**src/rtl/ifetch_prefetch.sv**
```systemverilog
// ifetch_prefetch
//   Instruction-fetch unit for the MIPS32 core. Owns the PC and issues one word
//   read per cycle to a synchronous instruction ROM (1-cycle latency). Returned
//   words are pushed into a DEPTH-entry prefetch queue that feeds decode. A
//   redirect from execute flushes the queue, kills the in-flight read and
//   restarts fetch at the target.
//
//   Handshake: the head entry transfers on any rising edge where out_valid and
//   out_ready are both high. out_valid never drops without a transfer, except
//   on a redirect or reset, and the head fields are held stable while it is
//   waiting.
//
// Ports
//   clock, reset              rising-edge clock, synchronous active-high reset
//   imem_en, imem_addr        ROM read request (word address = PC[ADDR_W-1:2])
//   imem_rdata                ROM data, valid the cycle after imem_en
//   redirect_valid/_pc        one-cycle restart request with byte target
//   out_valid/out_ready       head-of-queue handshake toward decode
//   out_instr, out_pc         head instruction word and its byte PC
//   out_pc_plus_4             out_pc + 4 (wraps)
//   misalign_err              one-cycle pulse after a redirect with pc[1:0] != 0
//   dbg_state                 FSM state: 0 = BOOT, 1 = RUN

module ifetch_prefetch #(
   parameter int          ADDR_W   = 16,
   parameter int          DEPTH    = 4,
   parameter logic [31:0] RESET_PC = 32'h0
) (
   input  logic              clock,
   input  logic              reset,
   output logic              imem_en,
   output logic [ADDR_W-3:0] imem_addr,
   input  logic [31:0]       imem_rdata,
   input  logic              redirect_valid,
   input  logic [31:0]       redirect_pc,
   output logic              out_valid,
   input  logic              out_ready,
   output logic [31:0]       out_instr,
   output logic [31:0]       out_pc,
   output logic [31:0]       out_pc_plus_4,
   output logic              misalign_err,
   output logic              dbg_state
);

   localparam int PTR_W = $clog2(DEPTH);
   localparam int CNT_W = PTR_W + 1;

   typedef enum logic {BOOT = 1'b0, RUN = 1'b1} state_t;

   state_t             state_q, state_d;
   logic [31:0]        pc_q;
   logic [CNT_W-1:0]   count_q;
   logic [PTR_W-1:0]   rd_ptr_q, wr_ptr_q;
   logic               inflight_q;
   logic [31:0]        tag_q;
   logic               misalign_q;

   logic [31:0]        instr_mem [DEPTH];
   logic [31:0]        pc_mem    [DEPTH];

   logic [31:0]        redir_aligned;
   logic               redirect_run;
   logic               pop;
   logic               push;
   logic               issue;
   logic [CNT_W-1:0]   fill;
   logic [31:0]        issue_pc;

   // FSM: BOOT lasts one cycle, only reset brings it back.
   always_ff @(posedge clock) begin
      if (reset) state_q <= BOOT;
      else       state_q <= state_d;
   end

   always_comb begin
      state_d = state_q;
      case (state_q)
         BOOT:    state_d = RUN;
         RUN:     state_d = RUN;
         default: state_d = BOOT;
      endcase
   end

   always_comb begin
      redir_aligned = {redirect_pc[31:2], 2'b00};
      redirect_run  = (state_q == RUN) && redirect_valid;
      pop           = out_valid && out_ready;
      // A response arriving in a redirect cycle belongs to the old stream.
      push          = inflight_q && !redirect_run;
      // The in-flight read reserves a slot; a same-cycle pop does not free one.
      fill          = count_q + CNT_W'(inflight_q);
      issue         = !reset && (state_q == RUN) &&
                      (redirect_valid || (fill < CNT_W'(DEPTH)));
      issue_pc      = redirect_run ? redir_aligned : pc_q;
   end

   assign imem_en   = issue;
   assign imem_addr = issue_pc[ADDR_W-1:2];

   always_ff @(posedge clock) begin
      if (reset) begin
         pc_q       <= RESET_PC;
         count_q    <= '0;
         rd_ptr_q   <= '0;
         wr_ptr_q   <= '0;
         inflight_q <= 1'b0;
         tag_q      <= '0;
         misalign_q <= 1'b0;
      end else begin
         misalign_q <= redirect_valid && (redirect_pc[1:0] != 2'b00);
         inflight_q <= issue;
         if (issue) begin
            pc_q  <= issue_pc + 32'd4;
            tag_q <= issue_pc;
         end else if (state_q == BOOT && redirect_valid) begin
            // Redirect seen before the first issue: just retarget the PC.
            pc_q  <= redir_aligned;
         end

         if (redirect_run) begin
            count_q  <= '0;
            rd_ptr_q <= '0;
            wr_ptr_q <= '0;
         end else begin
            if (push) wr_ptr_q <= wr_ptr_q + PTR_W'(1);
            if (pop)  rd_ptr_q <= rd_ptr_q + PTR_W'(1);
            count_q <= count_q + CNT_W'(push) - CNT_W'(pop);
         end
      end
   end

   // Queue storage needs no reset; count_q qualifies every entry.
   always_ff @(posedge clock) begin
      if (!reset && push) begin
         instr_mem[wr_ptr_q] <= imem_rdata;
         pc_mem[wr_ptr_q]    <= tag_q;
      end
   end

   assign out_valid     = (count_q != '0);
   assign out_instr     = instr_mem[rd_ptr_q];
   assign out_pc        = pc_mem[rd_ptr_q];
   assign out_pc_plus_4 = out_pc + 32'd4;
   assign misalign_err  = misalign_q;
   assign dbg_state     = (state_q == RUN);

endmodule

```
**config.mk**
```make
export PLATFORM = sky130hd
export DESIGN_NAME = ifetch_prefetch
export DESIGN_NICKNAME = d
export VERILOG_FILES = /design/src/rtl/ifetch_prefetch.sv
export SDC_FILE = /design/constraint.sdc
export NUM_CORES = 1
export LEC_CHECK = 0
export ABC_AREA = 0
export ABC_CLOCK_PERIOD_IN_PS = 3050
export BUFFER_PORTS_ARGS = -buffer_cell sky130_fd_sc_hd__buf_2
export CAP_MARGIN = 10
export CORE_UTILIZATION = 52
export DETAILED_ROUTE_END_ITERATION = 10
export GPL_ROUTABILITY_DRIVEN = 0
export PLACE_DENSITY = 0.73
export SYNTH_ARGS = -nofsm -noshare
export SYNTH_HDL_FRONTEND = slang
export SYNTH_SLANG_ARGS = --single-unit
```
**constraint.sdc**
```tcl
create_clock -name clock -period 3.05 [get_ports clock]
set_input_delay 0.1525 -clock clock [delete_from_list [all_inputs] [get_ports clock]]
set_output_delay 0.1525 -clock clock [all_outputs]
set_load 0.02 [all_outputs]
```
==> insert_results.sql, run 1 <==
INSERT INTO impl_metrics (metric_group, metric, value, unit) VALUES
('drt', 'drt_drc_violations_left', '0', ''),
('placed_design', 'dpl_cell_area', '15530', 'µm²'),
('drt', 'vias', '9183', ''),
('floorplanning', 'placeableCoreArea', '26880', 'µm²'),
('outcome', 'status', 'finished, violations left', ''),
('logic_synthesis', 'synth-edff-count', '256', ''),
('critical_path', 'crit_path_top_delay_cell', 'sky130_fd_sc_hd__mux4_2', ''),
('floorplanning', 'placement_rows', '60', ''),
('timing', 'timing.final.crit_share', '102.9', '%'),
('cts', 'cts_max_path_buffers', '3', ''),
('power_and_ir_drop', 'leakagePower', '6.223', 'nW'),
('placed_design', 'placed_cell_count', '1468', ''),
('timing', 'worst_setup_slack_final', '-0.08955', 'ns'),
('floorplanning', 'die_area', '27960', 'µm²'),
('finish', 'layout-drive-gt1-share', '30.30', '%'),
('placed_design', 'io_buffer_count', '181', ''),
('logic_synthesis', 'syn_area_per_cell', '14.50', 'µm²'),
('cts', 'cts_max_level', '2', ''),
('drt', 'dr.pass1.iters', '5', ''),
('global_routing', 'grt_start_max_net_pins', '65', ''),
('timing', 'finalHoldViolCount', '0', ''),
('timing', 'finalSetupViolations', '5', ''),
('timing', 'relSlewSlack', '31.69', '%'),
('floorplanning', 'die_width', '167.2', 'µm'),
('power_and_ir_drop', 'power_per_cell_area', '668.8', 'nW/µm²'),
('placed_design', 'post-dp-hpwl', '20.88', 'mm'),
('timing', 'hold-worst-slack', '0.04638', 'ns'),
('timing', 'finalClockSkew', '0.007854', 'ns'),
('logic_synthesis', 'synthDominantCellAreaShare', '54.15', '%'),
('logic_synthesis', 'synth.largest_area_cell', 'sky130_fd_sc_hd__edfxtp_1', ''),
('timing', 'timing_max_transition_violations_final', '0', ''),
('global_routing', 'first_global_vias', '9055', ''),
('critical_path', 'setup.worst_path.start_class', 'register', ''),
('floorplanning', 'io-pin-count', '182', ''),
('logic_synthesis', 'post_synth_and_or_nand_nor_area_fraction', '9.774', '%'),
('hold_path', 'min_path_cells', '5', ''),
('logic_synthesis', 'synth-compound-area-share', '5.288', '%'),
('logic_synthesis', 'post_synth_fa_ha_maj_area_fraction', '0.8461', '%'),
('logic_synthesis', 'synth.lib_cells_used.distinct', '61', ''),
('outcome', 'violated_checks', 'negative setup slack', ''),
('critical_path', 'critical_path.max_stage_delay', '0.39', 'ns'),
('critical_path', 'timing.critical_path.required', '2.90', 'ns'),
('timing', 'post-route-min-period', '3.140', 'ns'),
('floorplanning', 'start_util', '52.82', '%'),
('logic_synthesis', 'postSynth.asyncResetShare', '0', '%'),
('finish', 'layout-area-overhead-vs-synth', '22.16', '%'),
('cts', 'numCtsBuffers', '36', ''),
('logic_synthesis', 'synth_area', '14200', 'µm²'),
('drt', 'routed_via_density', '5.768', ''),
('global_routing', 'grt_first_pass_wirelength', '50.85', 'mm'),
('finish', 'nets', '1302', ''),
('critical_path', 'critical_path.cell_chain', 'buf_6, buf_4, mux4_2, nand4_4, nor4_4, buf_4, and4_4, nand3_4, nor2_2, xor2_1, buf_4', ''),
('global_routing', 'antenna_found_initial', '0', ''),
('flow_run', 'maxCapViolations', '0', ''),
('critical_path', 'rr_endpoint', 'pc_q[30]', ''),
('critical_path', 'critPathArrivalTime', '2.99', 'ns'),
('cts', 'clock_insertion_delay_worst_skew', '0.50', 'ns'),
('drt', 'drt-wirelength-per-cell', '20.55', 'µm'),
('floorplanning', 'floorplan.die.height', '167.2', 'µm'),
('global_routing', 'globalRouteOverflowTotal', '0', ''),
('logic_synthesis', 'yosys_warnings', '0', ''),
('critical_path', 'rrSetupSlack', '0.38', 'ns'),
('cts', 'worst_setup_hold_path_clk_slew', '0.06', 'ns'),
('logic_synthesis', 'synth_seq_area_share', '64.87', '%'),
('cts', 'cts_num_sinks', '332', ''),
('logic_synthesis', 'post_synth_xor_area_fraction', '3.393', '%'),
('critical_path', 'crit_path_end', 'out_pc_plus_4[26]', ''),
('logic_synthesis', 'flip_flop_and_latch_count_after_synthesis', '332', ''),
('cts', 'cts_tree', 'done', ''),
('logic_synthesis', 'postSynth.topFlopCell', 'sky130_fd_sc_hd__edfxtp_1', ''),
('finish', 'stdcell_area', '17340', 'µm²');
stage by stage:
step / TNS (ns) / setup WS [ns]
floorplan: 0 / 0.02740
global placement: 0 / 0.3156
detailed placement: 0 / 0.2756
CTS: -0.5484 / -0.1377
global route: -1.209 / -0.1900
finish: -0.2632 / -0.08955
worst max-delay path: cells and delay by family, from the launching register on:
kind                   cells  cell delay (ns)
multiplexers               1             0.39
flip-flops                 1             0.38
AND/OR/NAND/NOR            5             0.91
buffers and inverters      4             0.62
XOR/XNOR                   1             0.16
cells by family after synthesis:
family                   Yosys count
buffers and inverters             97
multiplexers                      91
flip-flops                       332
AO/OA/AOI/OAI                    111
AND/OR/NAND/NOR                  284
adder cells (fa/ha/maj)            9
XOR/XNOR                          55
area by class of cell:
class                           instances  area (µm²)
Timing Repair Buffer                  279        1937
Inverter                               26       97.59
Tap cell                              341       426.7
Sequential cell                       332        9215
Clock inverter                         17       116.4
Multi-Input combinational cell        550        4566
Fill cell                            1969        9534
Clock buffer                           47       983.4
placed cells by master, fill, tap and decap left out, types with 6 or more instances in the layout:
cell type,count
sky130_fd_sc_hd__a211oi_1,29
sky130_fd_sc_hd__and3_1,15
sky130_fd_sc_hd__clkinv_1,6
sky130_fd_sc_hd__buf_4,50
sky130_fd_sc_hd__xor2_1,12
sky130_fd_sc_hd__mux4_2,58
sky130_fd_sc_hd__o21ai_0,22
sky130_fd_sc_hd__nor2_1,60
sky130_fd_sc_hd__nand4_1,28
sky130_fd_sc_hd__inv_1,25
sky130_fd_sc_hd__buf_2,169
sky130_fd_sc_hd__nand3_1,31
sky130_fd_sc_hd__dlygate4sd3_1,48
sky130_fd_sc_hd__ha_1,7
sky130_fd_sc_hd__clkbuf_16,37
sky130_fd_sc_hd__clkbuf_1,8
sky130_fd_sc_hd__a21oi_1,18
sky130_fd_sc_hd__nand2b_1,7
sky130_fd_sc_hd__dfxtp_1,73
sky130_fd_sc_hd__a311oi_1,10
sky130_fd_sc_hd__mux2i_1,24
sky130_fd_sc_hd__nand2_1,97
sky130_fd_sc_hd__xnor2_1,39
sky130_fd_sc_hd__mux4_1,6
sky130_fd_sc_hd__edfxtp_1,256
sky130_fd_sc_hd__nor3_1,8
sky130_fd_sc_hd__buf_12,9
state kept, by name, summed over array words and instances, names as in the netlist, named ones only:
register,cells
count_q,3
dbg_state,1
instr_mem,128
wr_ptr_q,2
pc_mem,128
pc_q,32
misalign_err,1
tag_q,32
inflight_q,1
rd_ptr_q,2
where the power goes:
part,internal (mW),leakage [nW],switching [mW]
clock,2.36,0.536,1.68
combinational,0.989,2.72,1.35
sequential,5.07,2.97,0.153
total,8.42,6.22,3.18
layer usage:
metal	track usage (%)	part of all wire, %
met5	0	0
met4	7.499	2.7
met3	3.545	7.3
met2	38.80	48
met1	32.71	42
worst min path at each step:
stage / from / to / slack, ns
floorplan: imem_rdata[0] / instr_mem[0][0] / 0.25
detailed placement: imem_rdata[0] / instr_mem[1][0] / 0.37
global placement: imem_rdata[0] / instr_mem[0][0] / 0.37
finish: redirect_pc[20] / pc_q[20] / 0.05
global route: redirect_pc[8] / pc_q[8] / 0.05
CTS: redirect_pc[19] / pc_q[19] / 0.03
Yosys cell counts, types with 23 or more instances:
library cell and count:
sky130_fd_sc_hd__edfxtp_1 256, sky130_fd_sc_hd__nand2_1 98, sky130_fd_sc_hd__dfxtp_1 76, sky130_fd_sc_hd__nor2_1 63, sky130_fd_sc_hd__mux4_2 56, sky130_fd_sc_hd__xnor2_1 42, sky130_fd_sc_hd__nand3_1 32, sky130_fd_sc_hd__a211oi_1 29
sky130_fd_sc_hd__clkbuf_1 28, sky130_fd_sc_hd__nand4_1 28, sky130_fd_sc_hd__inv_1 25, sky130_fd_sc_hd__mux2i_1 24, sky130_fd_sc_hd__o21ai_0 23
what timing repair did:
| action | CTS | global route |
|---|---|---|
| endpoints found under the setup margin | 12 | 13 |
| gates resized for setup | 22 | 16 |
| hold endpoints to repair | 143 | 0 |
| setup buffers | 11 | 0 |
| gates cloned | 1 | 0 |
| hold buffers | 48 | 0 |
| pin swaps | 10 | 4 |
No activity file was read; power rests on OpenSTA's default activity.
==> inputs of run 2 (changes only) <==
- ABC_AREA: 0 -> default
- BUFFER_PORTS_ARGS: -buffer_cell sky130_fd_sc_hd__buf_2 -> default
- CORE_UTILIZATION: 52 -> 57
- DONT_BUFFER_PORTS: default -> 1
- PLACE_DENSITY: 0.73 -> 0.72
==> insert_results.sql, run 2 (same netlist as run 1, synthesis figures left out) <==
INSERT INTO impl_metrics (metric_group, metric, value, unit) VALUES
('power_and_ir_drop', 'highest_ir_drop_seen_on_vdd', '0.3770', 'mV'),
('drt', 'drt-initial-drc-count', '658', ''),
('floorplanning', 'placeableCoreArea', '24390', 'µm²'),
('timing', 'finalClockSkew', '0.01226', 'ns'),
('finish', 'largest_registers', 'instr_mem: 128 flops, pc_mem: 128 flops', ''),
('power_and_ir_drop', 'power.total', '11.42', 'mW'),
('power_and_ir_drop', 'total_switching_power', '3.115', 'mW'),
('hold_path', 'hp-class', 'in2reg', ''),
('power_and_ir_drop', 'power_per_cell_area', '679.3', 'nW/µm²'),
('finish', 'post_route_insts_no_fill', '1437', ''),
('cts', 'cts_max_level', '2', ''),
('timing', 'timing.final.crit_share', '102.5', '%'),
('timing', 'finalHoldViolCount', '0', ''),
('placed_design', 'placed_cell_count', '1292', ''),
('timing', 'relSlewSlack', '49.87', '%'),
('timing', 'worst_pin_slew', '0.7450', 'ns'),
('power_and_ir_drop', 'leakagePower', '5.675', 'nW'),
('finish', 'final_common_cell', 'sky130_fd_sc_hd__edfxtp_1', ''),
('floorplanning', 'floorplan.die.height', '159.8', 'µm'),
('finish', 'nets', '1165', ''),
('cts', 'cts_max_path_buffers', '3', ''),
('timing', 'finalSetupViolations', '8', ''),
('critical_path', 'rrSetupSlack', '0.26', 'ns'),
('power_and_ir_drop', 'swShare', '27.29', '%'),
('critical_path', 'critical_path.endpoint_type', 'output port', ''),
('power_and_ir_drop', 'seqPwrFrac', '45.7', '%'),
('drt', 'drt-wirelength-per-cell', '22.40', 'µm'),
('finish', 'stdcell_area', '16810', 'µm²'),
('drt', 'drtAntennaViolNets', '0', ''),
('critical_path', 'crit_path_category', 'reg2out', ''),
('global_routing', 'first_global_vias', '8527', ''),
('critical_path', 'timing.rr.start', 'dbg_state', ''),
('global_routing', 'grt_first_pass_wirelength', '49.74', 'mm'),
('critical_path', 'rr_endpoint', 'pc_q[30]', ''),
('finish', 'layout-area-overhead-vs-synth', '18.39', '%'),
('global_routing', 'antenna_found_initial', '0', ''),
('drt', 'drt_drc_violations_left', '0', ''),
('critical_path', 'setup.worst_path.start_class', 'register', ''),
('drt', 'finalWirelength', '32.19', 'mm'),
('cts', 'clk_root_buffer_cell', 'sky130_fd_sc_hd__clkbuf_16', ''),
('floorplanning', 'die_width', '159.8', 'µm'),
('power_and_ir_drop', 'power.share.clock', '35.2', '%'),
('outcome', 'violated_checks', 'negative setup slack', ''),
('drt', 'vias', '8576', ''),
('critical_path', 'crit_path_max_fanout', '8', ''),
('finish', 'n_fill_cell', '1699', ''),
('critical_path', 'r2r.worst_path.cells', '10', ''),
('global_routing', 'grt_usage', '25.42', '%'),
('finish', 'n_antenna_cell', '0', ''),
('critical_path', 'timing.critical_path.required', '2.90', 'ns'),
('placed_design', 'io_buffer_count', '0', ''),
('critical_path', 'critPathArrivalTime', '2.97', 'ns'),
('flow_run', 'maxCapViolations', '0', ''),
('hold_path', 'hold_path_end', 'tag_q[7]', ''),
('floorplanning', 'io-pin-count', '182', ''),
('timing', 'setup_tns', '-0.2404', 'ns'),
('cts', 'worst_setup_hold_path_clk_slew', '0.06', 'ns'),
('cts', 'clock_insertion_delay_worst_skew', '0.50', 'ns'),
('floorplanning', 'die_area', '25540', 'µm²'),
('timing', 'max_clock_freq', '0.3198', 'GHz'),
('finish', 'layout-drive-gt1-share', '20.22', '%'),
('timing', 'worst_setup_slack_final', '-0.07663', 'ns'),
('placed_design', 'post-dp-hpwl', '19.89', 'mm'),
('global_routing', 'grt_start_max_net_pins', '71', ''),
('outcome', 'status', 'finished, violations left', ''),
('hold_path', 'min_path_cells', '2', ''),
('floorplanning', 'start_util', '58.20', '%'),
('hold_path', 'worstHoldStart', 'redirect_pc[7]', ''),
('timing', 'rsz0062_at_grt', 'yes', ''),
('power_and_ir_drop', 'internal_power', '8.301', 'mW'),
('finish', 'final_cell_mix', 'sky130_fd_sc_hd__edfxtp_1, sky130_fd_sc_hd__nand2_1, sky130_fd_sc_hd__dfxtp_1, sky130_fd_sc_hd__dlygate4sd3_1', ''),
('cts', 'cts_tree', 'done', ''),
('timing', 'post-route-min-period', '3.127', 'ns'),
('power_and_ir_drop', 'combinational_fraction_of_design_power', '19.1', '%'),
('floorplanning', 'placement_rows', '57', ''),
('cts', 'numCtsBuffers', '35', ''),
('placed_design', 'dpl_cell_area', '14790', 'µm²'),
('drt', 'dr.pass1.iters', '5', ''),
('drt', 'routed_via_density', '5.968', ''),
('cts', 'cts_num_sinks', '332', ''),
('timing', 'timing_max_transition_violations_final', '0', ''),
('global_routing', 'globalRouteOverflowTotal', '0', '');
## run 2: cell count changes in the layout (fill, tap and decap cells not counted), sizes merged, moves of 3 or more
cell and delta:
clkinvlp +3, dlygate4sd3 +19, clkbuf -6, buf -154
## run 2: through the flow
stage	utilization, %	hold slack [ns]	worst slack, ns
global route	68.90	0.02393	-0.1815
CTS	68.56	0.002328	-0.1287
finish	68.90	0.009737	-0.07663
floorplan	-	0.2514	0.02740
global placement	60.64	0.2320	0.3590
detailed placement	60.64	0.2351	0.3011
## run 2: power by group through the flow
stage               logic [mW]  clock network, mW  registers, mW
floorplan                 1.57                  0           5.25
global placement          1.94                  0           5.30
detailed placement        1.96                  0           5.31
CTS                       2.16               4.09           5.21
global route              2.33               4.27           5.24
finish                    2.18               4.02           5.21
## run 2: final cells by class
cell class	count	area (µm²)	share of cell area, %
Clock buffer	41	918.4	5.465
Timing Repair Buffer	143	1426	8.487
Multi-Input combinational cell	550	4573	27.21
Tap cell	324	405.4	2.412
Inverter	26	97.59	0.5807
Sequential cell	332	9215	54.83
Clock inverter	21	170.2	1.013
## run 2: repair_timing
action	4_1_cts	5_1_grt
gates resized for setup	14	10
hold endpoints to repair	194	0
hold buffers	68	0
endpoints found under the setup margin	11	13
pin swaps	7	6
buffers inserted	11	4
## run 2: metal layers
metal  up-vias  wire length (µm)  share of wire [%]  GRT usage [%]
li1       3937                 -                  -              -
met1      4211             12970                 40          34.21
met2       387             15660                 49          40.99
met3        41              3054                9.5          7.143
met4         0               500                1.6          6.797
met5         -                 0                  0              0
## run 2: worst max-delay path by stage
stage | from | slack, ns | to | cells after the start
CTS | register | -0.13 | out_pc_plus_4[26] | 10
finish | register | -0.08 | out_pc_plus_4[26] | 10
global placement | register | 0.36 | out_pc_plus_4[31] | 8
global route | register | -0.18 | out_pc_plus_4[27] | 10
floorplan | dbg_state | 0.03 | pc_q[30] | 14
detailed placement | register | 0.30 | out_pc_plus_4[31] | 8
## run 2: critical path: stages (launching register included)
cell                      delay [ns]
sky130_fd_sc_hd__dfxtp_4        0.37
sky130_fd_sc_hd__buf_12         0.15
sky130_fd_sc_hd__mux4_2         0.44
sky130_fd_sc_hd__nand4_1        0.23
sky130_fd_sc_hd__nor4_4         0.32
sky130_fd_sc_hd__buf_4          0.17
sky130_fd_sc_hd__and4_4         0.25
sky130_fd_sc_hd__nand3_4        0.11
sky130_fd_sc_hd__nor2_4         0.10
sky130_fd_sc_hd__xor2_1         0.15
sky130_fd_sc_hd__buf_4          0.16
